`config.mk`:
```
export PLATFORM = sky130hd
export DESIGN_NAME = fir_controller
export DESIGN_NICKNAME = d
export VERILOG_FILES = /design/src/rtl/fir_controller.sv
export SDC_FILE = /design/constraint.sdc
export NUM_CORES = 1
export LEC_CHECK = 0
export BUFFER_PORTS_ARGS = -buffer_cell sky130_fd_sc_hd__buf_2
export CORE_UTILIZATION = 36
export DETAILED_ROUTE_END_ITERATION = 16
export PLACE_DENSITY_LB_ADDON = 0.25
export REMOVE_ABC_BUFFERS = 1
export SLEW_MARGIN = 20
export SYNTH_ARGS = -nofsm -noshare
export SYNTH_HDL_FRONTEND = slang
export SYNTH_SLANG_ARGS = --single-unit
```
`constraint.sdc`:
```
create_clock -name clk -period 1.6 [get_ports clk]
set_input_delay 0 -clock clk [delete_from_list [all_inputs] [get_ports clk]]
set_output_delay 0 -clock clk [all_outputs]
set_load 0.01 [all_outputs]
```
`src/rtl/fir_controller.sv`:
```
// Sequencer for the time-multiplexed FIR datapath: accept, tap sweep, drain, output handshake.
// Define FIR_CTRL_OVERLAP_EN to allow a new sample to be accepted in the same cycle the result is taken.
module fir_controller #(
    parameter int FIR_size  = 64,
    parameter int AddrWidth = $clog2(FIR_size)
) (
    input  logic                 clk,
    input  logic                 rst,
    input  logic                 in_valid,
    output logic                 in_ready,
    output logic                 out_valid,
    input  logic                 out_ready,
    output logic                 shift,
    output logic                 flush,
    output logic                 freeze,
    output logic [AddrWidth-1:0] address,
    output logic                 busy
);

    typedef enum logic [1:0] {
        IDLE  = 2'd0,
        CALC  = 2'd1,
        DRAIN = 2'd2,
        OUT   = 2'd3
    } state_t;

    localparam logic [AddrWidth-1:0] LAST_ADDR = AddrWidth'(FIR_size - 1);

    state_t               state_q;
    logic [AddrWidth-1:0] addr_q;
    logic                 out_valid_q;
    logic                 ready_d;
    logic                 accept;

    // Ready is masked while reset is held so no sample is consumed during reset.
    always_comb begin
        ready_d = 1'b0;
        if (state_q == IDLE) begin
            ready_d = 1'b1;
        end
`ifdef FIR_CTRL_OVERLAP_EN
        else if (state_q == OUT) begin
            ready_d = out_ready;
        end
`endif
    end

    assign in_ready  = rst & ready_d;
    assign accept    = in_valid & in_ready;
    assign shift     = accept;
    assign flush     = accept;
    assign freeze    = (state_q != CALC);
    assign busy      = (state_q == CALC) || (state_q == DRAIN);
    assign address   = addr_q;
    assign out_valid = out_valid_q;

    always_ff @(posedge clk or negedge rst) begin
        if (!rst) begin
            state_q     <= IDLE;
            addr_q      <= '0;
            out_valid_q <= 1'b0;
        end else begin
            case (state_q)
                IDLE: begin
                    addr_q <= '0;
                    if (accept) begin
                        state_q <= CALC;
                    end
                end
                CALC: begin
                    if (addr_q == LAST_ADDR) begin
                        addr_q  <= '0;
                        state_q <= DRAIN;
                    end else begin
                        addr_q <= addr_q + 1'b1;
                    end
                end
                DRAIN: begin
                    // Last product lands in the accumulator while the multiply pipe loads zero.
                    addr_q      <= '0;
                    state_q     <= OUT;
                    out_valid_q <= 1'b1;
                end
                OUT: begin
                    addr_q <= '0;
                    if (out_ready) begin
                        out_valid_q <= 1'b0;
                        state_q     <= accept ? CALC : IDLE;
                    end
                end
                default: begin
                    state_q     <= IDLE;
                    addr_q      <= '0;
                    out_valid_q <= 1'b0;
                end
            endcase
        end
    end

endmodule

```
=== Word level (Yosys, flattened, before mapping) ===
Cells that the tools add are included.

* Muxes and demuxes: 10
* Reduce and logical (&&, ||, !) cells: 6
* Add/subtract/negate cells: 1
* Equal/unequal tests: 8
* Bitwise logic cells: 2

{| class="wikitable"
|+ Operators with widths
! kind !! number
|-
| 6-bit case mux with 2 select lines || 1
|-
| 2-bit case mux with 4 select lines || 1
|-
| 6-bit by 1-bit adder with 6-bit output, second input constant || 1
|-
| 6-bit equality test, second input constant || 1
|-
| 2-bit two-way mux || 3
|-
| 6-bit two-way mux || 1
|-
| 2-bit equality test, second input constant || 2
|-
| 2-bit by 1-bit inequality test with 1-bit output, second input constant || 2
|-
| 2-bit inequality test, second input constant || 2
|-
| 1-bit two-way mux || 3
|-
| 3-bit AND reduction || 1
|-
| 3-bit OR reduction || 1
|-
| 1-bit AND || 2
|-
| 2-bit by 1-bit equality test with 1-bit output, second input constant || 1
|-
| 2-bit logical NOT || 1
|-
| 1-bit case mux with 2 select lines || 1
|-
| 2-bit AND reduction || 1
|-
| 2-bit nonzero test || 1
|-
| 1-bit logical OR || 1
|}

* Bits in registers: 9
* Output and inout port bits: 12

=== Longest topological paths before layout ===
Gate-level depths: netlist (run 1).

* Depth in word-level cells: 7
* Mapped depth: 5

=== Worst setup path before layout (run 1) ===
Ideal clock, no wire load.

* Path kind: register -> register
* Start: reg addr_q[0] (netlist: address[0])
* End: reg state_q[1]
* Setup time: 125 ps
* Arrival: 1242 ps
* Period minus slack after synthesis: 1367 ps
* Setup slack: 233 ps
* Stages on the path, launching flop included: 6
* Path through: dfrtp_1 -> ha_1 -> nand3_2 -> o21ai_1 -> nand2_1 -> mux2_4

* Longest elaborated chain between the ends: 3

{| class="wikitable"
|+ RTL lines
! item !! RTL line !! RTL
|-
| from (decl) || 30 || <nowiki>logic [AddrWidth-1:0] addr_q;</nowiki>
|-
| from (signal assigned) || 75 || <nowiki>addr_q <= addr_q + 1'b1;</nowiki>
|-
| 6-bit equality test || 71 || <nowiki>if (addr_q == LAST_ADDR) begin</nowiki>
|-
| 2-bit by 1-bit inequality test with 1-bit output (no line) || - ||
|-
| 3-bit AND reduction (no line) || - ||
|-
| to (signal assigned) || 88 || <nowiki>state_q <= accept ? CALC : IDLE;</nowiki>
|-
| to (decl) || 29 || <nowiki>state_t state_q;</nowiki>
|}

Every way passes these cells.
A chain may end at the register's enable or synchronous reset.

=== Worst setup path in the final report (run 1) ===
* Start: reg state_q[0]
* End: reg state_q[1]

* Longest elaborated chain between the ends: 6
* Elaborated cells between the ends (all ways): 12
* Those cells by class: eq/ne: 6; mux: 2; bitwise: 2; reduce/logical: 2

{| class="wikitable"
|+ RTL lines
! item !! RTL line !! RTL
|-
| 2-bit logical NOT || 38, 63 ||
|-
| 1-bit two-way mux || 38 || <nowiki>if (state_q == IDLE) begin</nowiki>
|-
| 1-bit AND || 48 || <nowiki>assign in_ready = rst & ready_d;</nowiki>
|-
| 1-bit AND || 49 || <nowiki>assign accept = in_valid & in_ready;</nowiki>
|-
| 2-bit inequality test (no line) || - ||
|-
| 3-bit AND reduction (no line) || - ||
|}

Parallel ways exist; a longest one is shown, timed or not.

==> results of run 1 <==
cell families after synthesis:
kind of cell / share of synthesized area
compound gates: 0.0430
xor+xnor: 0.0709
fa+ha+maj: 0.152
buf+inv: 0.0456
flops: 0.456
mux: 0.0506
simple gates: 0.182
cell usage after synthesis:
| library cell | number |
|---|---|
| a21oi_1 | 1 |
| and2_1 | 4 |
| and3_1 | 1 |
| buf_4 | 1 |
| dfrtp_1 | 9 |
| ha_1 | 6 |
| inv_1 | 4 |
| mux2_4 | 1 |
| mux2i_1 | 1 |
| nand2_1 | 4 |
| nand3_1 | 1 |
| nand3_2 | 1 |
| nor2_1 | 6 |
| nor2b_1 | 1 |
| o21ai_0 | 1 |
| o21ai_1 | 1 |
| o22ai_1 | 1 |
| xnor2_1 | 2 |
| xor2_1 | 2 |
final cells by class:
| cell class | count | share of cell area |
|---|---|---|
| Inverter | 4 | 0.0240 |
| Multi-Input combinational cell | 34 | 0.394 |
| Timing Repair Buffer | 17 | 0.152 |
| Sequential cell | 9 | 0.360 |
| Tap cell | 14 | 0.0280 |
| Clock buffer | 4 | 0.0420 |
per-stage QoR:
stage                     cell area (sq um)  power (W)   util
after floorplan                         487   0.000232      -
after global placement                  579   0.000242  0.488
after CTS                               626   0.000416  0.527
after detailed placement                579   0.000241  0.488
final                                   626   0.000413  0.527
after global routing                    626   0.000434  0.527
timing repair:
action / 4_1_cts / 5_1_grt
hold buffers: 2 / 0
hold endpoints to repair: 10 / 0
buffers inserted: 0 / 0
worst min path at each step:
stage | endpoint | slack [ps] | cells after the start
after floorplan | address[0] | -300 | 0
after global placement | state_q[0] | -120 | 1
after detailed placement | state_q[0] | -120 | 1
after CTS | state_q[0] | 140 | 2
after global routing | out_valid | 150 | 2
final | state_q[0] | 130 | 2
power by group:
part           switching, W  leakage [nW]  internal [W]
combinational    0.00000687         0.231    0.00000605
sequential                0         0.101      0.000228
clock             0.0000767        0.0150     0.0000959
metal layers:
metal | vias up | routed length (um) | global-route usage
met1 | 168 | 422 | 0.207
met3 | 2 | 42 | 0.0347
met2 | 11 | 348 | 0.200
li1 | 193 | - | -
met5 | - | 0 | 0
met4 | 0 | 10 | 0.103
registers in the layout, indices dropped and copies added, names as in the netlist:
name and flops:
address 6, out_valid 1, state_q 2
==> impl_metrics.env, run 1 <==
export IMPL_final_cell_count_no_fill=82
export IMPL_cp_startpoint="state_q[0]"
export IMPL_io_pins=16
export IMPL_cp_end_kind="flip-flop"
export IMPL_portBuffers=15
export IMPL_cts_htree_levels=1
export IMPL_critPathLaunchType="flip-flop"
export IMPL_regArea_sq_um=225
export IMPL_grt_start_max_net_pins=13
export IMPL_final_cell_mix="15 x buf_2, 9 x dfrtp_1, 6 x nor2_1, 6 x ha_1"
export IMPL_synth_distinct_cells=19
export IMPL_timing_rr_start="state_q[0]"
export IMPL_rsz0062_at_grt="no"
export IMPL_syn_area_per_cell_sq_um=10.3
export IMPL_hpwl_um=653
export IMPL_crit_family="flip-flops"
export IMPL_fmax_ghz=0.714
export IMPL_numCtsBuffers=3
export IMPL_grt_pass1_vias=338
export IMPL_drv_cap=0
export IMPL_first_iter_violations=5
export IMPL_p_leak_nw=0.347
export IMPL_cp_buffers_inverters=0
export IMPL_antenna_found_initial=0
export IMPL_status="completed"
export IMPL_start_util=0.417
export IMPL_ys_top_cells_by_area="dfrtp_1 46%, ha_1 15%, and2_1 5.1%"
export IMPL_skew_ps=3.63
export IMPL_final_layout_size_suffix_gt1_frac=0.294
export IMPL_die_area_sq_um=1520
export IMPL_grt_pass1_wl_um=1440
export IMPL_hold_class="in2async"
export IMPL_tns_ps=0
export IMPL_wl_per_cell_um=10.0
export IMPL_worst_pin_slew_ps=338
export IMPL_grt_overflow_total=0
export IMPL_cp_slowest_cell="dfrtp_1"
export IMPL_routed_via_density=4.56
export IMPL_gp_congestion=0.746
export IMPL_n_antenna_cell=0
export IMPL_first_pass_iters=2
export IMPL_cts_tree="done"
export IMPL_worstRegToRegCells=5
export IMPL_die_x_um=39.1
export IMPL_clock_sinks=9
export IMPL_hold_ws_ps=132
export IMPL_setup_viol=0
export IMPL_slowest_delay_ps=420
export IMPL_final_common_cell="buf_2"
export IMPL_ir_worst_vdd_v=0.000287
export IMPL_drcViolationCount=0
export IMPL_drt_wl_total_um=823
export IMPL_netlist_instances=48
export IMPL_rrSetupSlack_ps=200
export IMPL_post_place_ws_ps=189
export IMPL_max_slew_margin=0.772
export IMPL_rows=12
export IMPL_fin_crit_sh=0.876
export IMPL_worstPathCellList="ha_1 > nor2b_1 > a21oi_1 > nand2_1 > mux2_4"
export IMPL_ys_ff_latch=9
export IMPL_synth_top_area_share=0.456
export IMPL_root_buffer="clkbuf_4"
export IMPL_die_y_um=39.1
export IMPL_filler_cell_count=113
export IMPL_clk_latency_ps=250
export IMPL_arrival_ps=1540
export IMPL_area_delta_synth_final_pct=26.6
export IMPL_num_nets_final=79
export IMPL_fin_ws_ps=199
export IMPL_r2r_end="state_q[1]"
export IMPL_yosysSeqAreaShare=0.456
export IMPL_multiInputGateArea_sq_um=246
export IMPL_synth_area_sq_um=494
export IMPL_cp_endpoint="state_q[1]"
export IMPL_worst_setup_path_type="reg2reg"
export IMPL_placed_cells=76
export IMPL_post_cts_resized=0
export IMPL_clk_path_buf_depth=2
export IMPL_clk_pin_slew_worst_paths_ps=60
export IMPL_fin_crit_ps=1400
export IMPL_drtAntennaViolNets=0
export IMPL_cp_required_ps=1740
export IMPL_final_max_slew_viol_count=0
export IMPL_yosys_area_top_type="dfrtp_1"
export IMPL_grt_usage=0.149
export IMPL_path_max_fanout=4
export IMPL_core_area_sq_um=1190
export IMPL_vias=374
export IMPL_powerDensity_nw_per_um2=660
export IMPL_hold_viol_final=0
export IMPL_ys_warn_count=0
export IMPL_worst_path_stages=5
No activity file was read; power rests on OpenSTA's default activity.
==> inputs of run 2 (changes only) <==
--- a/config.mk
+++ b/config.mk
@@ -5,6 +5,7 @@
 export SDC_FILE = /design/constraint.sdc
 export NUM_CORES = 1
 export LEC_CHECK = 0
+export ABC_AREA = 1
 export BUFFER_PORTS_ARGS = -buffer_cell sky130_fd_sc_hd__buf_2
 export CORE_UTILIZATION = 36
 export DETAILED_ROUTE_END_ITERATION = 16
==> impl_metrics.env, run 2 <==
export IMPL_timing_rr_start="state_q[0]"
export IMPL_clk_pin_slew_worst_paths_ps=60
export IMPL_stdcell_area_sq_um=654
export IMPL_drtAntennaViolNets=0
export IMPL_cp_required_ps=1750
export IMPL_async_flop_share=1.00
export IMPL_yosys_area_top_type="dfrtp_1"
export IMPL_skew_ps=4.77
export IMPL_first_pass_iters=4
export IMPL_drv_cap=0
export IMPL_r2r_end="state_q[1]"
export IMPL_clock_sinks=9
export IMPL_dpl_cell_area_sq_um=608
export IMPL_hold_viol_final=0
export IMPL_area_delta_synth_final_pct=25.4
export IMPL_synth_top_area_share=0.432
export IMPL_final_cell_mix="15 x buf_2, 12 x inv_1, 10 x nand2_1"
export IMPL_max_slew_margin=0.836
export IMPL_final_layout_size_suffix_gt1_frac=0.277
export IMPL_path_max_fanout=5
export IMPL_fmax_ghz=0.767
export IMPL_die_area_sq_um=1610
export IMPL_powerDensity_nw_per_um2=1510
export IMPL_fin_crit_ps=1300
export IMPL_portBuffers=15
export IMPL_final_max_slew_viol_count=0
export IMPL_synth_area_sq_um=522
export IMPL_wl_per_cell_um=9.01
export IMPL_die_x_um=40.1
export IMPL_critPathLaunchType="flip-flop"
export IMPL_worst_setup_path_type="reg2reg"
export IMPL_clk_path_buf_depth=2
export IMPL_drt_wl_total_um=883
export IMPL_rrSetupSlack_ps=300
export IMPL_final_common_cell="buf_2"
export IMPL_worst_pin_slew_ps=246
export IMPL_cp_startpoint="state_q[0]"
export IMPL_grt_start_max_net_pins=12
export IMPL_grt_pass1_wl_um=1410
export IMPL_clk_latency_ps=260
export IMPL_rsz0062_at_grt="no"
export IMPL_rows=13
export IMPL_synth_distinct_cells=15
export IMPL_io_pins=16
export IMPL_core_area_sq_um=1320
export IMPL_placed_cells=92
export IMPL_start_util=0.396
export IMPL_grt_usage=0.141
export IMPL_hold_class="in2async"
export IMPL_first_iter_violations=12
export IMPL_setup_viol=0
export IMPL_tns_ps=0
export IMPL_post_cts_resized=0
export IMPL_worstRegToRegCells=8
export IMPL_grt_overflow_total=0
export IMPL_hold_ws_ps=132
export IMPL_syn_area_per_cell_sq_um=8.28
export IMPL_antenna_found_initial=0
export IMPL_grt_pass1_vias=352
export IMPL_ys_warn_count=0
export IMPL_die_y_um=40.1
export IMPL_cts_tree="done"
export IMPL_status="completed"
export IMPL_ir_worst_vdd_v=0.000637
export IMPL_filler_cell_count=127
export IMPL_cp_end_kind="flip-flop"
export IMPL_synthTopCellsByCount="12 x inv_1, 10 x nand2_1, 9 x dfrtp_1"
export IMPL_final_cell_count_no_fill=98
export IMPL_yosysSeqAreaShare=0.432
export IMPL_synthFlopType="dfrtp_1"
export IMPL_routed_via_density=4.43
export IMPL_synth_edf_count=0
export IMPL_arrival_ps=1450
export IMPL_numCtsBuffers=3
export IMPL_root_buffer="clkbuf_4"
export IMPL_ys_top_cells_by_area="dfrtp_1 43%, ha_1 14%, inv_1 8.6%"
export IMPL_drcViolationCount=0
export IMPL_largest_reg_flops=6
export IMPL_cts_htree_levels=1
export IMPL_n_antenna_cell=0
export IMPL_vias=434
export IMPL_gp_congestion=0.746
export IMPL_num_nets_final=94
export IMPL_p_leak_nw=0.377
export IMPL_synth_most_common_cell="inv_1"
export IMPL_hpwl_um=687
export IMPL_fin_crit_sh=0.815
export IMPL_ys_ff_latch=9
export IMPL_netlist_instances=63
run 2: critical path: stages (launching register included):
cell and delay (ps):
dfrtp_1 420, inv_1 80, ha_1 220, inv_1 60, a21oi_1 40, nor2_1 190
nand2_2 80, nand2_1 60, nand2_1 50
run 2: worst max path at each step:
stage | to | cells past startpoint
after detailed placement | state_q[1] | 8
after floorplan | state_q[0] | 8
final | state_q[1] | 8
after global placement | state_q[1] | 8
after global routing | state_q[1] | 8
after CTS | flush | 5
run 2: layout make-up:
| type | instances | area (sq um) | area share |
|---|---|---|---|
| timing repair buffer | 17 | 95.1 | 0.145 |
| tap | 15 | 18.8 | 0.0287 |
| multi-input combinational | 41 | 244 | 0.373 |
| inverter | 12 | 45.0 | 0.0688 |
| sequential | 9 | 225 | 0.344 |
| clock buffer | 4 | 26.3 | 0.0402 |
run 2: repair_timing:
action / CTS / global route
hold buffers: 2 / 0
buffers inserted: 0 / 0
hold endpoints to repair: 10 / 0
run 2: power by group:
| part | internal, W | switching, W |
|---|---|---|
| Sequential | 0.000286 | 0.0000557 |
| Combinational | 0.000205 | 0.000270 |
| Clock | 0.0000960 | 0.0000766 |
| Total | 0.000587 | 0.000402 |
run 2: logic make-up after synthesis:
| family | share of synthesized area |
|---|---|
| and+or+nand+nor | 0.225 |
| buffers and inverters | 0.101 |
| AOI/OAI and AO/OA | 0.0983 |
| DFF | 0.432 |
| adders and majority gates | 0.144 |
run 2: metal layers:
layer | vias to the layer above | global-route usage | routed length (um) | part of all wire
li1 | 236 | - | - | -
met2 | 13 | 0.185 | 365 | 0.41
met4 | 0 | 0.0259 | 0 | 0
met5 | - | 0 | 0 | 0
met3 | 0 | 0.100 | 64 | 0.072
met1 | 185 | 0.185 | 452 | 0.51
run 2: per-stage QoR:
| stage | setup slack, ps | utilization | power, W |
|---|---|---|---|
| after floorplan | 418 | - | 0.000676 |
| after global placement | 312 | 0.462 | 0.000812 |
| after detailed placement | 295 | 0.462 | 0.000818 |
| after CTS | 284 | 0.497 | 0.00100 |
| after global routing | 127 | 0.497 | 0.00112 |
| final | 296 | 0.497 | 0.000989 |
==> inputs of run 3 (changes only) <==
==> constraint.sdc (replaced) <==
create_clock -name clk -period 1.2 [get_ports clk]
set_input_delay 0 -clock clk [delete_from_list [all_inputs] [get_ports clk]]
set_output_delay 0 -clock clk [all_outputs]
set_load 0.01 [all_outputs]
==> impl_metrics.env, run 3 (synthesized netlist as in run 2, its figures left out) <==
export IMPL_status="finished, violations left"
export IMPL_violations="negative setup slack"
export IMPL_drcViolationCount=0
export IMPL_grt_pass1_vias=401
export IMPL_routed_via_density=4.43
export IMPL_dpl_cell_area_sq_um=653
export IMPL_root_buffer="clkbuf_4"
export IMPL_stdcell_area_sq_um=833
export IMPL_max_slew_margin=0.858
export IMPL_final_layout_size_suffix_gt1_frac=0.571
export IMPL_drv_cap=0
export IMPL_final_common_cell="buf_2"
export IMPL_hold_ws_ps=212
export IMPL_portBuffers=15
export IMPL_p_total_w=0.00184
export IMPL_io_pins=16
export IMPL_path_max_fanout=4
export IMPL_clock_sinks=9
export IMPL_clk_path_buf_depth=2
export IMPL_core_area_sq_um=1320
export IMPL_final_cell_count_no_fill=106
export IMPL_tns_ps=-148
export IMPL_cts_htree_levels=1
export IMPL_gp_congestion=0.853
export IMPL_first_iter_violations=3
export IMPL_clk_latency_ps=270
export IMPL_rsz0062_at_grt="yes"
export IMPL_area_delta_synth_final_pct=59.7
export IMPL_cts_tree="done"
export IMPL_first_pass_iters=2
export IMPL_rows=13
export IMPL_final_cell_mix="14 x buf_2, 8 x dfrtp_1, 7 x inv_1, 7 x nand2_1, 5 x buf_4"
export IMPL_fmax_ghz=0.788
export IMPL_grt_overflow_total=0
export IMPL_hpwl_um=782
export IMPL_die_area_sq_um=1610
export IMPL_arrival_ps=1420
export IMPL_hold_viol_final=0
export IMPL_powerDensity_nw_per_um2=2200
export IMPL_cp_required_ps=1350
export IMPL_grt_start_max_net_pins=11
export IMPL_drtAntennaViolNets=0
export IMPL_die_y_um=40.1
export IMPL_critPathLaunchType="flip-flop"
export IMPL_skew_ps=7.61
export IMPL_wl_per_cell_um=11.2
export IMPL_grt_pass1_wl_um=1750
export IMPL_clk_pin_slew_worst_paths_ps=70
export IMPL_setup_viol=4
export IMPL_fin_ws_ps=-69.7
export IMPL_drt_wl_total_um=1180
export IMPL_worst_setup_path_type="reg2reg"
export IMPL_grt_usage=0.172
export IMPL_num_nets_final=102
export IMPL_final_max_slew_viol_count=0
export IMPL_antenna_found_initial=0
export IMPL_cp_end_kind="flip-flop"
export IMPL_ir_worst_vdd_v=0.00125
export IMPL_hold_class="in2async"
export IMPL_placed_cells=98
export IMPL_fin_crit_ps=1270
export IMPL_worst_pin_slew_ps=214
export IMPL_numCtsBuffers=3
export IMPL_largest_reg_flops=6
export IMPL_n_antenna_cell=0
export IMPL_fin_crit_sh=1.06
export IMPL_p_leak_nw=0.425
export IMPL_filler_cell_count=114
export IMPL_vias=470
export IMPL_start_util=0.396
export IMPL_die_x_um=40.1
-- run 3: cell count changes in the layout (fill, tap and decap cells not counted), sizes merged --
cell / delta
buf: +8
-- run 3: worst paths after layout --
path,cells after the start,slack [ps],end,start
max,5,-70,state_q[0],state_q[1]
min,3,210,out_valid,rst
max reg2reg,5,-70,state_q[0],state_q[1]
min reg2reg,2,550,out_valid,out_valid
max in group asynchronous,3,810,state_q[0],rst
min in group clk,5,230,state_q[1],in_valid
-- run 3: metrics by stage --
| step | setup WS, ps | utilization |
|---|---|---|
| 2_1_floorplan | 17.9 | - |
| 3_3_place_gp | -45.1 | 0.496 |
| 3_5_place_dp | -85.8 | 0.496 |
| 4_1_cts | -37.7 | 0.561 |
| 5_1_grt | -116 | 0.632 |
| 6_report | -69.7 | 0.632 |
-- run 3: area by class of cell --
class	count	area, sq um	area share
inverter	12	47.5	0.0571
tap	15	18.8	0.0225
timing repair buffer	25	173	0.207
sequential	9	226	0.272
clock buffer	4	26.3	0.0315
multi-input combinational	41	342	0.410
-- run 3: repair_timing --
item / 4_1_cts / 5_1_grt
setup buffers: 1 / 1
hold buffers: 2 / 0
hold endpoints to repair: 10 / 0
resized for setup: 10 / 25
setup endpoints to repair: 9 / 10
pin swaps: 3 / 6
-- run 3: where the power goes --
group	switching (W)	internal (W)
sequential	0.0000753	0.000384
combinational	0.000552	0.000583
clock	0.000112	0.000128
total	0.000739	0.00110
-- run 3: per-layer routing --
metal	wire, um	global-route usage	vias up	share of wire
met3	62	0.0833	0	0.052
li1	-	-	250	-
met5	0	0	-	0
met4	0	0.0517	0	0
met1	520	0.201	209	0.44
met2	600	0.274	11	0.51
-- run 3: critical path, cell delays in order, from the launching register on --
cell     delay [ps]
dfrtp_1         410
buf_4           150
ha_2            160
or2_2           290
nand3_1         100
nand2_2          50
